### config.mk
export PLATFORM = sky130hd
export DESIGN_NAME = multicycle_control
export DESIGN_NICKNAME = d
export VERILOG_FILES = /design/src/rtl/multicycle_control.sv
export SDC_FILE = /design/constraint.sdc
export NUM_CORES = 1
export LEC_CHECK = 0
export BUFFER_PORTS_ARGS = -buffer_cell sky130_fd_sc_hd__buf_2
export CORE_AREA = 2 2 39 41
export CTS_CLUSTER_DIAMETER = 200
export DETAILED_ROUTE_END_ITERATION = 16
export DIE_AREA = 0 0 41 43
export PLACE_DENSITY = 0.72
export SYNTH_ARGS = -nofsm -noshare
export SYNTH_HDL_FRONTEND = slang
export SYNTH_SLANG_ARGS = --single-unit
### constraint.sdc
create_clock -name clock -period 1.74 [get_ports clock]
set_input_delay 0.348 -clock clock [delete_from_list [all_inputs] [get_ports clock]]
set_output_delay 0.348 -clock clock [all_outputs]
set_load 0.01 [all_outputs]
### src/rtl/multicycle_control.sv
// multicycle_control: multi-cycle control FSM for the 16-bit register/ALU
// datapath. Each instruction runs FETCH, DECODE, then EXEC or MEM. All datapath
// controls are Moore-decoded from the state. Write enables are also gated by
// mem_ready, comp_zero or overflow where an instruction needs it.
// Optional feature: define CTRL_OVF_TRAP_EN to make a signed overflow on
// ADDI/SUBI/ADDM suppress the mary write and halt in TRAP.
module multicycle_control (
  input  logic       clock,
  input  logic       reset,
  input  logic [3:0] opcode,
  input  logic       mem_ready,
  input  logic       overflow,
  input  logic       comp_zero,
  output logic       mem_req,
  output logic       mem_we,
  output logic       addr_sel,
  output logic       ir_write,
  output logic       pc_inc,
  output logic       pc_load,
  output logic       mary_write,
  output logic       shelley_write,
  output logic       comp_write,
  output logic       ra_write,
  output logic [1:0] mary_src,
  output logic [1:0] shelley_src,
  output logic       ra_src,
  output logic       SrcA,
  output logic [1:0] SrcB,
  output logic [2:0] AluOp,
  output logic       trap,
  output logic [2:0] state
);

  typedef enum logic [2:0] {
    START  = 3'd0,
    FETCH  = 3'd1,
    DECODE = 3'd2,
    EXEC   = 3'd3,
    MEM    = 3'd4,
    TRAP   = 3'd7
  } state_t;

  localparam logic [3:0] OP_ADDI  = 4'h0;
  localparam logic [3:0] OP_ADDM  = 4'h1;
  localparam logic [3:0] OP_SUBI  = 4'h2;
  localparam logic [3:0] OP_LOAD  = 4'h3;
  localparam logic [3:0] OP_STORE = 4'h4;
  localparam logic [3:0] OP_COMP  = 4'h5;
  localparam logic [3:0] OP_JAL   = 4'h6;
  localparam logic [3:0] OP_BEQ   = 4'h7;

  localparam logic [2:0] ALU_ADD = 3'b010;
  localparam logic [2:0] ALU_SUB = 3'b110;

  localparam logic [1:0] SRC_ALUOUT = 2'b00;
  localparam logic [1:0] SRC_MEMVAL = 2'b01;
  localparam logic [1:0] SRCB_MEM   = 2'b00;
  localparam logic [1:0] SRCB_IMM   = 2'b01;
  localparam logic [1:0] SRCB_SHEL  = 2'b11;

`ifdef CTRL_OVF_TRAP_EN
  localparam logic OVF_TRAP = 1'b1;
`else
  localparam logic OVF_TRAP = 1'b0;
`endif

  state_t cur_state, nxt_state;
  logic   ovf_kill;

  // An overflow only matters when the trap feature is built in.
  assign ovf_kill = OVF_TRAP & overflow;
  assign state    = cur_state;

  // State register; reset returns to START immediately.
  always_ff @(posedge clock or posedge reset) begin
    // NOTE: sequential state uses non-blocking assignments so every flop
    // samples the pre-edge value; blocking here would create order races.
    if (reset) cur_state <= START;
    else       cur_state <= nxt_state;
  end

  // Next-state and Moore output decode with per-instruction gating.
  always_comb begin
    // NOTE: every output gets a default before the case so no path leaves
    // a signal unassigned, which would infer a latch.
    nxt_state     = cur_state;
    mem_req       = 1'b0;
    mem_we        = 1'b0;
    addr_sel      = 1'b0;
    ir_write      = 1'b0;
    pc_inc        = 1'b0;
    pc_load       = 1'b0;
    mary_write    = 1'b0;
    shelley_write = 1'b0;
    comp_write    = 1'b0;
    ra_write      = 1'b0;
    mary_src      = SRC_ALUOUT;
    shelley_src   = SRC_ALUOUT;
    ra_src        = 1'b0;
    SrcA          = 1'b0;
    SrcB          = SRCB_MEM;
    AluOp         = 3'b000;
    trap          = 1'b0;

    case (cur_state)
      START: nxt_state = FETCH;

      FETCH: begin
        mem_req = 1'b1;
        if (mem_ready) begin
          ir_write  = 1'b1;
          pc_inc    = 1'b1;
          nxt_state = DECODE;
        end
      end

      DECODE: begin
        case (opcode)
          OP_ADDI, OP_SUBI, OP_COMP, OP_JAL, OP_BEQ: nxt_state = EXEC;
          OP_ADDM, OP_LOAD, OP_STORE:                nxt_state = MEM;
          default:                                   nxt_state = TRAP;
        endcase
      end

      EXEC: begin
        nxt_state = FETCH;
        case (opcode)
          OP_ADDI, OP_SUBI: begin
            SrcB  = SRCB_IMM;
            AluOp = (opcode == OP_SUBI) ? ALU_SUB : ALU_ADD;
            if (ovf_kill) nxt_state  = TRAP;
            else          mary_write = 1'b1;
          end
          OP_COMP: begin
            SrcB       = SRCB_SHEL;
            AluOp      = ALU_SUB;
            comp_write = 1'b1;
          end
          OP_JAL: begin
            ra_write = 1'b1;
            pc_load  = 1'b1;
          end
          OP_BEQ:  pc_load = comp_zero;
          default: ;
        endcase
      end

      MEM: begin
        mem_req  = 1'b1;
        addr_sel = 1'b1;
        if (mem_ready) nxt_state = FETCH;
        case (opcode)
          OP_ADDM: begin
            SrcB  = SRCB_MEM;
            AluOp = ALU_ADD;
            if (mem_ready) begin
              if (ovf_kill) nxt_state  = TRAP;
              else          mary_write = 1'b1;
            end
          end
          OP_LOAD: begin
            shelley_src   = SRC_MEMVAL;
            shelley_write = mem_ready;
          end
          OP_STORE: mem_we = 1'b1;
          default:  ;
        endcase
      end

      TRAP: trap = 1'b1;

      default: nxt_state = START;
    endcase
  end

endmodule
==> run metrics <==
status=finished with violations; failing checks=setup timing; instance count of the mapped netlist=62; First DRT Iteration DRCs=1; critical path type=reg -> out; Layout Nets=101; total power=0.724 mW; crit start category=flip-flop; Max FO, Critical Path=6; min-delay worst type=in -> reg; setup ws final=-0.0162 ns; final slew viol count=0; LEAKAGE=0.347 nW; number of global-route vias before repair=417; initial core utilization=35.2%; YS warnings=0; Peak VDD IR=0.000319 V; setup TNS=-0.0204 ns; final hold violation count=0; CP required=1.39 ns; Final setup viols=2; routed wire length=1160 µm; DIE AREA=0.00176 mm²; Post-DP Area=588 µm²; global placement routability congestion=0.710; gr ovfl total=0; post-detail-place hpwl=912 µm; Die Wd=41 µm; Worst Skew=0.000223 ns; H-tree depth=1; Placed Instances=101; pre-CTS WS=0.162 ns; number of flip-flops in the largest register=3; CP peak stage delay=0.45 ns; routed wire length per instance=10.9 µm; CTS Buf Count=3; Longest Clk Path Bufs=2; pwr dens=1110 mW/mm²; drt via density=4.78; minimum clock period after layout=1.76 ns; clk slew on worst S/H paths=0.03 ns; # DRC=0; largest net degree at the start of global routing=9; final period utilization=101%; post-synthesis sequential area ratio=15.4%; ANT cells=0; P&R area growth vs syn=33.7%; Max Freq=0.569 GHz; Clock Latency Late Sink=0.23 ns; Netlist cell types=35; initial antenna violation count=0; non-filler cells, final=107; Seq cells post-synth=3; # port buffers=26; final instance area=651 µm²; Crit. End Element=primary output; final hold slack=0.487 ns; unrepaired setup endpoints after global routing=yes; fin util=47.0%; first-pass GRT wire length=1620 µm; worst-path cell chain=nor3b_4, and3_4, and2_1, buf_2; Max-Cap Viols=0; Critical Path Slowest Stage Cell=dfrtp_2; Die Span Y=43 µm; number of placement rows=14; layout cells sized above 1=49.5%; Mean Syn Cell Area=7.85 µm²; worst path arrival time=1.41 ns; number of routed nets with antenna violations=0; GRT Total Usage=14.0%; CTS Sinks=3; CTS tree=built; cell area after synthesis=487 µm²; total core area=0.00138 mm²; routed via count=511; # IOs=34; Pre-antenna DRT Iters=3; Root Driver=clkbuf_4; Crit path max-delay family=simple AND/OR/NAND/NOR gates; Buf+Inv Stages, Crit Path=1
-- worst paths after layout --
check	slack, ns	cells after the start	start	endpoint
worst max-delay path	-0.02	4	state[1]$_DFFE_PP0P_	shelley_write
worst min-delay path	0.49	3	opcode[3]	state[2]$_DFFE_PP0P_
worst max register to register	0.53	3	state[1]$_DFFE_PP0P_	state[0]$_DFFE_PP0P_
worst min register to register	0.78	2	state[2]$_DFFE_PP0P_	state[0]$_DFFE_PP0P_
max in group asynchronous	1.07	3	reset	state[2]$_DFFE_PP0P_
min in group asynchronous	0.53	3	reset	state[0]$_DFFE_PP0P_
-- what timing repair did --
action | 4_1_cts | 5_1_grt
hold buffers | 1 | 0
resized for setup | 1 | 5
hold endpoints to repair | 3 | 0
pin swaps | 0 | 2
setup buffers | 1 | 0
endpoints found under the setup margin | 6 | 6
-- cells in the final DEF, fill, tap and decap left out, types with 2 or more instances in the layout --
cell,synthesis,layout
nand2b_1,2,2
nor3_1,2,2
nor2_1,6,6
o21ai_1,1,2
nor4_1,2,2
clkbuf_4,0,3
a21oi_2,2,2
nand2_1,4,4
and3_1,2,2
buf_2,0,26
nor3b_2,1,2
inv_1,3,3
conb_1,1,6
dfrtp_2,0,2
and2_1,2,2
buf_4,9,4
-- area by class of cell --
| class | instances | area (µm²) |
|---|---|---|
| clock buffers | 4 | 26.3 |
| multi-input cells | 50 | 345 |
| fillers | 152 | 733 |
| well taps | 16 | 20.0 |
| repair buffers | 31 | 170 |
| flip-flops and latches | 3 | 77.6 |
| inverters | 3 | 11.3 |
-- worst reg2reg max path, stage by stage (launching register included) --
cell      delay [ns]
dfrtp_2         0.45
buf_4           0.18
o21bai_1        0.16
a221o_1         0.30
-- per-layer routing --
layer  GRT usage (%)  vias up  part of all wire [%]
li1                -      260                     -
met4            16.0        0                   4.1
met3               0        4                   6.7
met2            20.6       24                    47
met1            16.0      223                    42
met5               0        -                     0
-- synthesized netlist by cell type --
cell,count,area [µm²]
a221o_1,1,10.0
nor2b_1,1,6.26
nor3b_4,1,18.8
nor3b_1,1,7.51
nand3_1,1,5.00
and3_2,1,7.51
a21o_1,1,7.51
conb_1,1,3.75
a211oi_1,1,7.51
and2_1,2,12.5
nor2_1,6,22.5
nand3_2,1,10.0
nor3b_2,1,12.5
nor3_1,2,10.0
and4bb_4,1,16.3
inv_1,3,11.3
o211ai_1,1,7.51
nor4_1,2,12.5
a32o_1,1,10.0
a22oi_1,1,7.51
and3_1,2,12.5
o21ai_1,1,5.00
o21ai_0,1,5.00
and2b_2,1,8.76
nand2_1,4,15.0
buf_6,2,22.5
o21bai_1,1,7.51
xnor2_1,1,8.76
buf_4,9,67.6
a21oi_1,1,5.00
and2b_4,1,10.0
a21oi_2,2,17.5
nand2b_1,2,12.5
nand3b_1,1,7.51
dfrtp_1,3,75.1
-- report_power, final --
part	switching [mW]	leakage, nW	internal [mW]	total (mW)
clock	0.0362	0.0150	0.0859	0.122
sequential	0.0527	0.0343	0.103	0.156
combinational	0.230	0.298	0.215	0.446
-- cell families (layout without fill, tap and decap cells) --
logic type	count (synthesis)	count (layout)	synth area share (%)
other cells	1	6	0.770
xor+xnor	1	1	1.80
flops	3	3	15.4
buf+inv	14	38	20.8
simple gates	31	31	42.7
compound gates	12	12	18.5
(Power assumes the default switching activity.)
